[src/rtl/matrix_scan_gen2.sv]
// matrix_scan_gen2: row-multiplexed LED matrix driver with a debounced button stepping the pattern index.
// Define MATRIX_AUTO_SCROLL_EN to compile in automatic stepping every AUTO_FRAMES frames while auto_en is high.
module matrix_scan_gen2 #(
    parameter int unsigned ROWS        = 8,
    parameter int unsigned COLS        = 8,
    parameter int unsigned ROW_CYC     = 50000,
    parameter int unsigned BLANK_CYC   = 500,
    parameter int unsigned DEBOUNCE    = 500000,
    parameter int unsigned AUTO_FRAMES = 64
) (
    input  logic                    clk,
    input  logic                    rst,
    input  logic                    btn,
    input  logic                    switch,
    input  logic                    auto_en,
    output logic [ROWS-1:0]         row,
    output logic [COLS-1:0]         column,
    output logic [$clog2(COLS)-1:0] index,
    output logic                    frame_tick
);
    localparam int unsigned IW   = $clog2(COLS);
    localparam int unsigned RW   = $clog2(ROWS);
    localparam int unsigned CMAX = (ROW_CYC > BLANK_CYC) ? ROW_CYC : BLANK_CYC;
    localparam int unsigned CW   = $clog2(CMAX + 1);
    localparam int unsigned DW   = $clog2(DEBOUNCE);
    localparam int unsigned AW   = (AUTO_FRAMES > 1) ? $clog2(AUTO_FRAMES) : 1;

    localparam logic [ROWS-1:0] ROW_ONE = {{(ROWS-1){1'b0}}, 1'b1};
    localparam logic [COLS-1:0] COL_ONE = {{(COLS-1){1'b0}}, 1'b1};

    typedef enum logic {LIT = 1'b0, BLANK = 1'b1} state_e;

    state_e        state_q, state_d;
    logic [RW-1:0] rcnt_q, rcnt_d;
    logic [CW-1:0] cyc_q, cyc_d;
    logic [ROWS-1:0] row_q, row_d;
    logic [COLS-1:0] column_q, column_d;
    logic          frame_tick_q, frame_tick_d;
    logic [IW-1:0] index_q, index_d;
    logic [IW-1:0] pend_q, pend_d;
    logic [IW-1:0] col_sel_c;

    logic          sync1_q, sync2_q, level_q, step_q;
    logic [DW-1:0] db_cnt_q;
    logic          level_flip_c;
    logic          auto_step_c;

    // Synchroniser, stable-level filter and rising-edge step pulse
    assign level_flip_c = (sync2_q != level_q) && (db_cnt_q == DW'(DEBOUNCE - 1));

    always_ff @(posedge clk or negedge rst) begin
        if (!rst) begin
            sync1_q  <= 1'b0;
            sync2_q  <= 1'b0;
            level_q  <= 1'b0;
            step_q   <= 1'b0;
            db_cnt_q <= '0;
        end else begin
            sync1_q <= btn;
            sync2_q <= sync1_q;
            step_q  <= level_flip_c && sync2_q;
            if (level_flip_c) begin
                level_q <= sync2_q;
            end
            if ((sync2_q == level_q) || level_flip_c) begin
                db_cnt_q <= '0;
            end else begin
                db_cnt_q <= db_cnt_q + DW'(1);
            end
        end
    end

`ifdef MATRIX_AUTO_SCROLL_EN
    logic [AW-1:0] auto_cnt_q, auto_cnt_d;

    // Frame counter for automatic stepping; dropping auto_en restarts the count
    always_comb begin
        auto_step_c = frame_tick_q && auto_en && (auto_cnt_q == AW'(AUTO_FRAMES - 1));
        auto_cnt_d  = auto_cnt_q;
        if (!auto_en) begin
            auto_cnt_d = '0;
        end else if (frame_tick_q) begin
            auto_cnt_d = auto_step_c ? '0 : auto_cnt_q + AW'(1);
        end
    end

    always_ff @(posedge clk or negedge rst) begin
        if (!rst) begin
            auto_cnt_q <= '0;
        end else begin
            auto_cnt_q <= auto_cnt_d;
        end
    end
`else
    logic auto_en_unused;
    assign auto_en_unused = auto_en;
    assign auto_step_c    = 1'b0;
`endif

    // Pending index; a manual step masks a coincident automatic one
    always_comb begin
        pend_d = pend_q;
        if (step_q || auto_step_c) begin
            if (switch) begin
                pend_d = (pend_q == IW'(COLS - 1)) ? '0 : pend_q + IW'(1);
            end else begin
                pend_d = (pend_q == '0) ? IW'(COLS - 1) : pend_q - IW'(1);
            end
        end
    end

    always_ff @(posedge clk or negedge rst) begin
        if (!rst) begin
            state_q      <= LIT;
            rcnt_q       <= '0;
            cyc_q        <= '0;
            row_q        <= '1;
            column_q     <= '0;
            frame_tick_q <= 1'b0;
            index_q      <= '0;
            pend_q       <= '0;
        end else begin
            state_q      <= state_d;
            rcnt_q       <= rcnt_d;
            cyc_q        <= cyc_d;
            row_q        <= row_d;
            column_q     <= column_d;
            frame_tick_q <= frame_tick_d;
            index_q      <= index_d;
            pend_q       <= pend_d;
        end
    end

    // cyc_q counts cycles already spent in the phase, so the reset cycle is not part of row 0
    always_comb begin
        state_d = state_q;
        rcnt_d  = rcnt_q;
        cyc_d   = cyc_q + CW'(1);
        case (state_q)
            LIT: begin
                if (cyc_q == CW'(ROW_CYC)) begin
                    state_d = BLANK;
                    cyc_d   = CW'(1);
                end
            end
            BLANK: begin
                if (cyc_q == CW'(BLANK_CYC)) begin
                    state_d = LIT;
                    cyc_d   = CW'(1);
                    rcnt_d  = (rcnt_q == RW'(ROWS - 1)) ? '0 : rcnt_q + RW'(1);
                end
            end
            default: begin
                state_d = LIT;
            end
        endcase
    end

    // Output values for the coming cycle; the index only swaps as a new frame starts
    always_comb begin
        row_d        = '1;
        column_d     = '0;
        frame_tick_d = (state_d == BLANK) && (rcnt_d == RW'(ROWS - 1)) && (cyc_d == CW'(BLANK_CYC));
        index_d      = frame_tick_q ? pend_d : index_q;
        col_sel_c    = IW'((32'(rcnt_d) + 32'(index_d)) % COLS);
        if (state_d == LIT) begin
            row_d    = ~(ROW_ONE << rcnt_d);
            column_d = COL_ONE << col_sel_c;
        end
    end

    assign row        = row_q;
    assign column     = column_q;
    assign index      = index_q;
    assign frame_tick = frame_tick_q;

endmodule
[config.mk]
export PLATFORM = sky130hd
export DESIGN_NAME = matrix_scan_gen2
export DESIGN_NICKNAME = d
export VERILOG_FILES = /design/src/rtl/matrix_scan_gen2.sv
export SDC_FILE = /design/constraint.sdc
export NUM_CORES = 1
export LEC_CHECK = 0
export CAP_MARGIN = 10
export CORE_MARGIN = 4
export CORE_UTILIZATION = 60
export DETAILED_ROUTE_END_ITERATION = 10
export GPL_TIMING_DRIVEN = 0
export HOLD_SLACK_MARGIN = 0.05
export PLACE_DENSITY = 0.82
export SYNTH_ARGS = -nofsm -noshare
export SYNTH_HDL_FRONTEND = slang
export SYNTH_SLANG_ARGS = --single-unit
[constraint.sdc]
create_clock -name clk -period 4.2 [get_ports clk]
set_input_delay 0.84 -clock clk [delete_from_list [all_inputs] [get_ports clk]]
set_output_delay 0.84 -clock clk [all_outputs]
set_load 0.005 [all_outputs]
* After elaboration in Yosys (flattened, before gate mapping)
Cells that the tools add are included.
** Word-level totals
- Register bits after elaboration :: 66
- Output and inout bits :: 20
- Input bits :: 5
- Logic and storage cells :: 55
** Cells by class
- Bitwise logic cells :: 2
- Reduce and logical (&&, ||, !) cells :: 6
- $add $sub $neg :: 6
- Shift-type cells :: 2
- Eq/ne operators :: 9
- Mux-type cells :: 17
** Operator list (count)
- $eq A16 B9 Y1 const B :: 2
- $mux W16 :: 2
- $pmux W16 S2 :: 1
- $mux W3 :: 8
- $add A19 B1 Y19 const B :: 1
- $eq A19 B19 Y1 const B :: 1
- $mux W19 :: 1
- $add A16 B1 Y16 const B :: 1
- $eq A16 B16 Y1 const B :: 1
- $mux W8 :: 2
- $shl A1 B3 Y8 const A :: 2
- $eq A3 B3 Y1 const B :: 3
- $not A8 Y8 :: 1
- $add A3 B1 Y3 const B :: 2
- $logic_and A1 B1 Y1 :: 4
- $add A3 B3 Y3 :: 1
- $logic_not A3 Y1 :: 1
- $sub A3 B1 Y3 const B :: 1
- $mux W1 :: 2
- $pmux W1 S2 :: 1
- $eq A1 B1 Y1 :: 1
- $logic_or A1 B1 Y1 :: 1
- $ne A1 B1 Y1 :: 1
- $not A1 Y1 :: 1

* Depth between registers and ports, before layout
- Word-level depth :: 8
- Depth in mapped cells :: 13
- Gate-level depth less buffers :: 13

* Worst setup path before layout
OpenSTA, ideal clock, no wires.
- Path kind :: reg2reg
- Start :: reg cyc_q[12]
- End :: reg column_q[4] (netlist: column[4])
- Cell stages (with the launch flop) :: 12
- Arrival :: 2.593 ns
- Setup time :: 0.141 ns
- Path buffers :: 0
- Data required time :: 4.059 ns
- Setup slack :: 1.466 ns
- Cell sequence :: dfrtp_1 -> nor4_1 -> and4_1 -> nand2_1 -> nor3_1 -> a21o_1 -> ha_1 -> inv_1 -> fa_1 -> nor3_1 -> o211a_1 -> nor3_1
** On the way
- Longest elaborated chain between the ends :: 6
** RTL lines
- from (decl) :: line 35 : logic [CW-1:0] cyc_q, cyc_d;
- from (signal assigned) :: line 125 : cyc_q <= cyc_d;
- $eq A16 B9 Y1 :: line 147 : if (cyc_q == CW'(BLANK_CYC)) begin
- $mux W3 :: line 147
- $mux W3 :: line 139 : case (state_q)
- net rcnt_d[0] :: line 34 : logic [RW-1:0] rcnt_q, rcnt_d;
- $add A3 B3 Y3 :: line 165 : col_sel_c = IW'((32'(rcnt_d) + 32'(index_d)) % COLS);
- $shl A1 B3 Y8 :: line 168 : column_d = COL_ONE << col_sel_c;
- $mux W8 :: line 166 : if (state_d == LIT) begin
- net column_d[4] :: line 37 : logic [COLS-1:0] column_q, column_d;
- to (signal assigned) :: line 127 : column_q <= column_d;
- to (decl) :: line 37
The timed path passes the listed nets, and every way through them passes these cells.
A chain may end at the register's enable or synchronous reset.

* Worst setup path after layout
- Start :: reg cyc_q[12]
- End :: reg column_q[6] (netlist: column[6])
Same word-level chain as after synthesis.

==> results.tsv <==
stage	metric	value	unit
timing	Setup WS post-layout	0.931	ns
power	sw power	280	µW
logic_synthesis	Post-Syn Instances	320	
timing	Final Hold Viols	0	
floorplanning	Initial Utilization	63.0	%
placed_design	dpl ws	0.731	ns
timing	worst hold slack	0.354	ns
routing	antenna-violating nets left	0	
floorplanning	die area	6710	µm²
timing	Fmax achieved	306	MHz
cells_and_area	share of cells above drive strength 1	10.3	%
power	Pleak	1.65	nW
floorplanning	core footprint	5200	µm²
cts	TritonCTS Sinks	66	
timing	setup tns final	0	ns
logic_synthesis	Yosys cell types	51	
cts	CTS Hold Bufs	0	
run	total of max-cap violations	0	
logic_synthesis	Synth Flop Type	dfrtp_1	
logic_synthesis	sequential fraction of the synthesis area	50.7	%
power	Gate power share	2.0	%
cells_and_area	Layout Nets	370	
routing	Via Count	2388	
global_route	first-pass GRT wire length	10.9	mm
cts	H-tree levels	3	
cells_and_area	cell area after layout	3820	µm²
cts	Clock Pin Slew Worst Setup and Hold Paths	0.08	ns
routing	Routed WL	6.26	mm
placed_design	dpl cells	413	
routing	DR iter-0 viols	180	
outcome	status	finished, final reports clean	
cts	Post-CTS Setup Repair Bufs	0	
global_route	GR Util All Layers	21.6	%
power	total power	1.26	mW
setup_path	r2r startpoint	cyc_q[12]$_DFF_PN0_	
min_path	Hold Path Class	register to register	
timing	Slew Viols, Final	0	
cts	CTS Root Cell	clkbuf_8	
placed_design	Post-DP HPWL	4.27	mm
cts	post-CTS sizing	0	
routing	DRT Pass-1 Iters	4	
routing	DR DRC count	0	
setup_path	CP max FO	8	
routing	Via density	5.57	
logic_synthesis	synth warn	0	
setup_path	CP Launch Type	register	
min_path	hold path depth	0	
timing	Slew @ Worst Pin	0.797	ns
setup_path	crit path kind	register to register	
setup_path	Crit. End Element	register	
cts	CTS tree	done	
power	Power Density	331	nW/µm²
timing	final worst path period share	77.8	%
setup_path	Worst Path Required	4.44	ns
cts	clk_lat worst skew	0.34	ns
min_path	Hold Path Origin	sync1_q$_DFF_PN0_	
logic_synthesis	synthesized area	3280	µm²
logic_synthesis	post-synthesis async set-or-reset flop share	100	%
cells_and_area	Area Growth Syn to Fin	16.5	%
timing	RSZ-0062 raised after global routing	false	
setup_path	Reg2Reg Depth	11	
global_route	initial antenna violation count	0	
min_path	Hold Path Sink	sync2_q$_DFF_PN0_	
global_route	largest net degree at the start of global routing	67	
placed_design	routability cong.	0.794	
setup_path	r2r endpoint	column[6]$_DFF_PN0_	
placed_design	Area after DPL	3590	µm²
setup_path	R2R Setup Slk	0.93	ns
floorplanning	Ports	25	
cells_and_area	Final Core Density	73.4	%
timing	clk_skew	0.0101	ns
power	Max rail drop VDD	0.000181	V
cts	Num CTS Buffers	9	
cells_and_area	fillers	371	
global_route	vias in the first global route	2284	
logic_synthesis	Yosys reg bits	66	
cells_and_area	fin cells	429	
cts	Clock Path Buffers	2	
logic_synthesis	number of synthesized flops with an enable pin	0	
floorplanning	Std-Cell Rows	26	
cells_and_area	antenna cell count	0	
setup_path	Arr. time, crit path	3.51	ns
power	sequential share of power	50.8	%
power	Net Sw Frac	22.2	%
logic_synthesis	syn_nets	336	
global_route	grt total ovfl	0	
power	Clk pwr share	47.2	%
floorplanning	die height	81.9	µm
timing	Setup violations, final	0	
routing	Routed WL per cell	14.6	µm
power	internal power	983	µW
timing	min cycle time layout	3.27	ns
logic_synthesis	Syn Area/Cell	10.2	µm²
floorplanning	Die Wd	81.9	µm
timing	relative slew slack	46.9	%
placed_design	PortBufs	23	
cell usage after synthesis, types with 2 or more instances:
cell,instances,area (µm²)
nor2_1,40,150
and2_1,2,12.5
ha_1,10,125
nor4b_2,2,30.0
and3_1,5,31.3
xnor2_1,22,193
xor2_1,13,114
nand4_1,7,43.8
a31oi_1,2,12.5
nand3_1,19,95.1
and4_1,4,35.0
o211ai_1,3,22.5
and4b_1,2,20.0
nor2b_1,2,12.5
nand2_1,14,52.6
nand3b_1,8,60.1
nor4bb_1,2,20.0
o32ai_1,2,17.5
dfrtp_1,58,1450
o21ai_0,3,15.0
a21oi_1,7,35.0
dfstp_2,8,210
nor3_1,17,85.1
mux2_2,3,33.8
o41ai_1,2,17.5
nand2b_1,5,31.3
clkbuf_1,3,11.3
inv_1,22,82.6
buf_2,2,10.0
or3_1,3,18.8
nor4_1,8,50.1
cell families (layout without fill, tap and decap cells):
kind of cell               count (synthesis)  in the layout  synth area share (%)
and+or+nand+nor                          146            146                  24.3
DFF                                       66             66                  50.7
xor gates and xnor gates                  35             35                  9.35
buffers and inverters                     30             69                  3.85
AOI/OAI and AO/OA                         28             28                  6.07
adders and majority gates                 11             11                  4.43
muxes                                      4              4                  1.34
registers in the layout, indices dropped and copies added (netlist names):
register	count
level_q	1
step_q	1
sync1_q	1
index	3
rcnt_q	3
state_q	1
frame_tick	1
db_cnt_q	19
sync2_q	1
column	8
row	8
cyc_q	16
pend_q	3
layer usage:
| metal | up-vias | wire [µm] | track usage (%) |
|---|---|---|---|
| li1 | 1184 | - | - |
| met1 | 1155 | 2830 | 29.5 |
| met2 | 43 | 3160 | 33.5 |
| met3 | 6 | 213 | 6.47 |
| met4 | 0 | 62 | 6.15 |
| met5 | - | 0 | 0 |
cells in the final DEF (no fill, tap or decap), types with 3 or more instances in the layout:
cell             netlist  routed
a21oi_1                7       7
and3_1                 5       5
and4_1                 4       4
clkbuf_1               3       3
clkbuf_8               0       9
clkdlybuf4s50_1        0      22
dfrtp_1               58      58
dfstp_2                8       8
ha_1                  10      10
inv_1                 22      22
mux2_2                 3       3
nand2_1               14      14
nand2b_1               5       5
nand3_1               19      19
nand3b_1               8       8
nand4_1                7       7
nor2_1                40      40
nor3_1                17      17
nor4_1                 8       8
o211ai_1               3       3
o21ai_0                3       3
or3_1                  3       3
xnor2_1               22      22
xor2_1                13      13
worst max-delay path, stage by stage (launching register included):
cell and delay, ns:
dfrtp_1 0.45, nor4_1 0.47, and4_1 0.29, nand2_1 0.18
nor3_1 0.19, a21o_1 0.14, ha_1 0.14, inv_1 0.05
fa_1 0.39, nor3_1 0.41, a211oi_1 0.17, nor3_1 0.30
area by class of cell:
| type | count | area, µm² | share of cell area, % |
|---|---|---|---|
| Sequential cell | 66 | 1660 | 43.5 |
| Multi-Input combinational cell | 224 | 1490 | 39.0 |
| Timing Repair Buffer | 23 | 228 | 5.96 |
| Clock buffer | 9 | 124 | 3.24 |
| Clock inverter | 7 | 101 | 2.65 |
| Tap cell | 70 | 87.6 | 2.29 |
| Inverter | 22 | 82.6 | 2.16 |
| Buffer | 8 | 43.8 | 1.15 |
worst max path at each step:
| stage | to | from | slack (ns) | cells past startpoint |
|---|---|---|---|---|
| final | column[6]$_DFF_PN0_ | cyc_q[12]$_DFF_PN0_ | 0.93 | 11 |
| after global placement | pend_q[2]$_DFF_PN0_ | rst | 0.20 | 1 |
| after CTS | column[6]$_DFF_PN0_ | cyc_q[12]$_DFF_PN0_ | 0.99 | 11 |
| after global routing | column[6]$_DFF_PN0_ | cyc_q[13]$_DFF_PN0_ | 0.63 | 11 |
| after detailed placement | column[6]$_DFF_PN0_ | switch | 0.73 | 10 |
| after floorplan | column[4]$_DFF_PN0_ | cyc_q[12]$_DFF_PN0_ | 1.47 | 11 |
power by group through the flow:
stage / registers (mW) / logic [mW] / clock network [mW]
finish: 0.642 / 0.0248 / 0.596
global route: 0.642 / 0.0296 / 0.646
CTS: 0.642 / 0.0262 / 0.606
detailed placement: 0.654 / 0.0261 / 0
global placement: 0.654 / 0.0256 / 0
floorplan: 0.653 / 0.00855 / 0
Power figures use the tool's default switching activity.
